[src/rtl/xor_pipe_frame.sv]
// Registered XOR with valid/ready handshake, per-word and per-frame parity.
// Optional frame counter port: define XOR_PIPE_FRAME_STATS_EN.
module xor_pipe_frame #(
  parameter int WIDTH     = 8,
  parameter int FRAME_LEN = 4,
  parameter int PAR_ODD   = 0
) (
  input  logic             clk,
  input  logic             rst_n,
  input  logic             in_valid,
  output logic             in_ready,
  input  logic [WIDTH-1:0] a,
  input  logic [WIDTH-1:0] b,
  output logic             out_valid,
  input  logic             out_ready,
  output logic [WIDTH-1:0] y,
  output logic             y_par,
  output logic             frame_last,
  output logic             frame_par
`ifdef XOR_PIPE_FRAME_STATS_EN
  ,
  output logic [15:0]      frame_cnt
`endif
);

  localparam int CW = $clog2(FRAME_LEN) + 1;
  localparam logic [CW-1:0] CNT_LAST = CW'(FRAME_LEN - 1);
  localparam logic POL = (PAR_ODD != 0);

  typedef enum logic {
    EMPTY = 1'b0,
    FULL  = 1'b1
  } state_e;

  state_e           state_q, state_d;
  logic [WIDTH-1:0] y_q, y_d;
  logic             y_par_q, y_par_d;
  logic             last_q, last_d;
  logic             fpar_q, fpar_d;
  logic [CW-1:0]    cnt_q, cnt_d;
  logic             acc_q, acc_d;

  logic             accept;
  logic             drain;
  logic [WIDTH-1:0] w;
  logic             w_par;

  assign out_valid  = (state_q == FULL);
  assign in_ready   = rst_n & (~out_valid | out_ready);
  assign accept     = in_valid & in_ready;
  assign drain      = out_valid & out_ready;
  assign w          = a ^ b;
  assign w_par      = ^w;

  assign y          = y_q;
  assign y_par      = y_par_q;
  assign frame_last = last_q;
  assign frame_par  = fpar_q;

  always_comb begin
    state_d = state_q;
    y_d     = y_q;
    y_par_d = y_par_q;
    last_d  = last_q;
    fpar_d  = fpar_q;
    cnt_d   = cnt_q;
    acc_d   = acc_q;
    unique case (state_q)
      EMPTY: if (accept) state_d = FULL;
      FULL:  if (drain && !accept) state_d = EMPTY;
    endcase
    if (accept) begin
      y_d     = w;
      y_par_d = w_par ^ POL;
      if (cnt_q == CNT_LAST) begin
        last_d = 1'b1;
        fpar_d = acc_q ^ w_par ^ POL;
        cnt_d  = '0;
        acc_d  = 1'b0;
      end else begin
        last_d = 1'b0;
        fpar_d = 1'b0;
        cnt_d  = cnt_q + CW'(1);
        acc_d  = acc_q ^ w_par;
      end
    end
  end

  always_ff @(posedge clk) begin
    if (!rst_n) begin
      state_q <= EMPTY;
      y_q     <= '0;
      y_par_q <= 1'b0;
      last_q  <= 1'b0;
      fpar_q  <= 1'b0;
      cnt_q   <= '0;
      acc_q   <= 1'b0;
    end else begin
      state_q <= state_d;
      y_q     <= y_d;
      y_par_q <= y_par_d;
      last_q  <= last_d;
      fpar_q  <= fpar_d;
      cnt_q   <= cnt_d;
      acc_q   <= acc_d;
    end
  end

`ifdef XOR_PIPE_FRAME_STATS_EN
  logic [15:0] fcnt_q, fcnt_d;

  // Counts frames as they leave, saturating rather than wrapping
  always_comb begin
    fcnt_d = fcnt_q;
    if (drain && last_q && fcnt_q != 16'hFFFF)
      fcnt_d = fcnt_q + 16'd1;
  end

  always_ff @(posedge clk) begin
    if (!rst_n) fcnt_q <= '0;
    else        fcnt_q <= fcnt_d;
  end

  assign frame_cnt = fcnt_q;
`endif

endmodule

[config.mk]
export PLATFORM = sky130hd
export DESIGN_NAME = xor_pipe_frame
export DESIGN_NICKNAME = d
export VERILOG_FILES = /design/src/rtl/xor_pipe_frame.sv
export SDC_FILE = /design/constraint.sdc
export NUM_CORES = 1
export LEC_CHECK = 0
export BUFFER_PORTS_ARGS = -buffer_cell sky130_fd_sc_hd__buf_2
export CORE_UTILIZATION = 24
export CTS_CLUSTER_SIZE = 25
export DETAILED_ROUTE_END_ITERATION = 8
export PLACE_DENSITY = 0.53
export SYNTH_ARGS = -nofsm -noshare
export SYNTH_HDL_FRONTEND = slang
export SYNTH_SLANG_ARGS = --single-unit
[constraint.sdc]
create_clock -name clk -period 3.7 [get_ports clk]
set_input_delay 0.74 -clock clk [delete_from_list [all_inputs] [get_ports clk]]
set_output_delay 0.74 -clock clk [all_outputs]
set_load 0.1 [all_outputs]
==> impl_summary.md <==
STA
The clock period minus worst slack is 2360 ps. The number of hold-slack violations in the final timing report came to 0. The count of final setup violators is 0. The part of the cycle the worst path needs is a little under two thirds. Setup repair after global routing left no endpoint under its margin. The transition time at the pin with the least slew margin is 671 ps. The worst setup skew after layout is 5.90 ps. The total negative setup slack is 0 ps. The max-slew violation total from the final report is 0. Timing would allow up to roughly 420 MHz. The worst-case headroom to the max-slew limit is between 50% and 60%.

Synthesis
The count of synthesis-stage warnings from yosys is 0. The count of mapped cells out of synthesis is 81. Summing the sequential cell areas from Yosys gives between 40% and 50% of the chip area. After synthesis the cells add up to 743 um^2. The average instance area after synthesis is 9.18 um^2. The number of nets handed over by synthesis was 102. The synthesized netlist contains 22 unique library cells.

The number of register bits inferred by synthesis is 16.

Clocking
CTS saw 16 sinks. For this design, the CTS-stage hold fixing added 0 buffers. The CTS tree is yes.

Clock tree synthesis inserted a total of 3 buffers. Clock-pin slew was measured on the worst setup and hold paths at around 90 ps. The number of setup buffers added after CTS is 0. CTS built an H-tree with a depth of 1. The number of buffers between clock root and the deepest sink is 2. Post-CTS repair changed the size of 0 cells. The cell sitting at the root of the clock tree is a clkbuf_4.

The clock latency of the later-clocked register in the worst-skew pair is about 280 ps.

Power
The portion of total power attributed to sequential cells is between 30% and 40%. The internal power is ~300 uW. The clock network is responsible for between 20% and 30% of the overall power.

The fraction of power spent switching nets is just under 40%. The combinational fraction of design power is between 30% and 40%. Summed over all nets, the switching power comes to between 150 and 200 uW.

The total power density per cell area is ~520 nW/um^2. In this run the static leakage power is ~0.5 nW. The worst IR drop on VDD is between 0.0001 and 0.00015 V.

Route
Summed over all layers, the routed wires come to 1.49 mm. In the final routed layout, each cell accounts on average for about 10 um. In the routed layout, each cell is associated on average with a via count of about 4.5. The total number of vias is around 640. In this run, the number of DRC markers left after iteration 0 of detailed routing was 24.

The first TritonRoute pass finished after 8 iterations. After detailed routing, the number of remaining DRC violations is 3. In this run the remaining antenna-violating nets after routing total 0.

Die
The floorplan has 19 rows. The initial standard-cell utilization of the core is a little over a quarter. 33 I/O pins were placed.

The die footprint is roughly 3300 um^2. In this run the vertical extent of the chip is 57.7 um. The floorplan die width is 57.7 um. After floorplanning, the core was sized to cover between 2000 and 3000 um^2.

Finish
The count of nets after finishing is ~140. Summing all multi-input logic gate instances after layout gives between 400 and 500 um^2. The library cells used most frequently in the layout, excluding fill and tap cells, are 32 x buf_2, 16 x dfxtp_1, 14 x xnor2_1, 14 x nand2_1, 6 x o211a_1. In the final layout, flip-flops and latches occupy 320 um^2. The count of filler cells inserted in the layout is approximately 310. The library cell used most frequently in the layout, excluding fill and tap cells, is buf_2.

The number of antenna diodes in the final layout is 0. The share of cells above drive strength 1 is 32.7%. After routing the design area is a little under 1000 um^2. The area growth from synthesis to layout is 29.6%.

Run status
The final reports fail on DRC. The flow ran to the end, but the final reports show violations.

Placement
The total cell area at the placement stage is about 900 um^2. The count of buffers inserted at the top-level ports is 32. The placed wire-length estimate after detailed placement is 1.12 mm. At the end of routability-driven placement, the weighted congestion stood at 0.669.

Setup path
The worst setup path is launched from a primary input. At the worst endpoint, the required time is 2960 ps. STA classifies the critical path endpoint as an output pin. The slack of the worst reg-to-reg path is roughly 2200 ps. The critical path data arrival time is around 1600 ps.

The end of the worst register-to-register path is acc_q$_SDFFE_PN0P_. The setup path with the least slack is of type in -> out. In this run the worst setup path begins at rst_n. Measured in cells, the most critical reg-to-reg path has a length of 5. The largest fanout of any net on the critical path is 18. The cell repeated most along the worst path is buf_2. Walking the worst path, the cells encountered are buf_2 > and2_1 > buf_2. The startpoint of the worst register-to-register path is out_valid$_SDFF_PN0_. The standard cell with the maximum stage delay on the critical path is buf_2. The capture point of the worst path is in_ready. For this run, the slowest stage of the critical path takes approximately 430 ps.

GRT
Summed over all layers, the global routing overflow is 0. The largest net degree at the start of global routing is 22. The number of global-route vias before repair is 627. For this run, the total global-route usage over all layers was measured as 9.92%. The first-pass GRT wire length is 2.60 mm.

The initial antenna violation count was 0.

Run
The max-capacitance violation count is 0.

Worst hold path
The hold-critical path depth is 2. In this run the worst hold path is classified as reg -> reg. The worst hold path begins at cnt_q[2]$_SDFFE_PN0P_.
-- worst min path at each step --
| stage | endpoint | slack, ps |
|---|---|---|
| global placement | cnt_q[2]$_SDFFE_PN0P_ | 420 |
| detailed placement | cnt_q[2]$_SDFFE_PN0P_ | 430 |
| CTS | cnt_q[2]$_SDFFE_PN0P_ | 450 |
| global route | cnt_q[2]$_SDFFE_PN0P_ | 480 |
| floorplan | cnt_q[2]$_SDFFE_PN0P_ | 410 |
| finish | cnt_q[2]$_SDFFE_PN0P_ | 440 |
-- power groups by stage --
stage                     combinational [mW]  clock [mW]  sequential, mW
final                                  0.190       0.113           0.194
after global placement                 0.188           0           0.198
after global routing                   0.205       0.123           0.196
after CTS                              0.192       0.121           0.194
after floorplan                       0.0808           0           0.274
after detailed placement               0.192           0           0.198
-- cell type report --
| type | count | share of cell area (%) |
|---|---|---|
| Clock buffer | 4 | 3.77 |
| Inverter | 1 | 0.390 |
| Multi-Input combinational cell | 60 | 41.9 |
| Sequential cell | 16 | 33.2 |
| Tap cell | 31 | 4.03 |
| Timing Repair Buffer | 32 | 16.6 |
-- per-layer routing --
metal	share of wire [%]	global-route usage, %	up-vias
met5	0	0	-
met4	0	3.06	0
met3	6.7	2.01	0
met2	44	17.3	25
met1	49	12.4	279
li1	-	-	338
-- synthesized netlist by cell type (all sizes together) --
| library cell | number | share of area, % |
|---|---|---|
| xnor2 | 14 | 16 |
| o21ai | 2 | 1.3 |
| nand2 | 14 | 7.1 |
| nand2b | 1 | 0.84 |
| dfxtp | 16 | 43 |
| clkbuf | 4 | 2.0 |
| nand3 | 2 | 1.3 |
| ha | 1 | 1.7 |
| inv | 1 | 0.50 |
| nor2 | 3 | 1.5 |
| a21oi | 2 | 1.3 |
| nor3 | 2 | 2.0 |
| and2 | 1 | 0.84 |
| nor2b | 2 | 1.7 |
| o211a | 6 | 8.1 |
| xor2 | 2 | 2.4 |
| a21boi | 2 | 2.0 |
| o211ai | 1 | 1.0 |
| and3 | 3 | 2.5 |
| a31o | 1 | 1.2 |
| nor3b | 1 | 1.0 |
-- sequential cells by signal, summed over array words and instances (netlist names) --
register and count:
acc_q 1, cnt_q 3, frame_last 1, frame_par 1
out_valid 1, y 8, y_par 1
-- critical path: cells and delay by family --
kind          cells  cell delay (ps)
buf+inv           2              690
simple gates      1              190
-- through the flow --
step / hold WS (ps) / std cells / setup slack [ps] / util, % / power (mW)
2_1_floorplan: 412 / 81 / 1140 / - / 0.355
3_3_place_gp: 419 / 140 / 1350 / 32.5 / 0.385
3_5_place_dp: 432 / 140 / 1320 / 32.5 / 0.390
4_1_cts: 447 / 144 / 1320 / 33.8 / 0.508
5_1_grt: 484 / 144 / 1280 / 33.8 / 0.524
6_report: 440 / 144 / 1340 / 33.8 / 0.497
-- kinds of logic (layout without fill, tap and decap cells) --
family | after synthesis | count (layout) | synth area share, %
AND/OR/NAND/NOR | 29 | 29 | 18.9
XOR/XNOR | 16 | 16 | 18.9
flip-flops | 16 | 16 | 43.1
AO/OA/AOI/OAI | 14 | 14 | 15.0
buffers and inverters | 5 | 37 | 2.52
adder cells (fa/ha/maj) | 1 | 1 | 1.68
(Power assumes the default switching activity.)
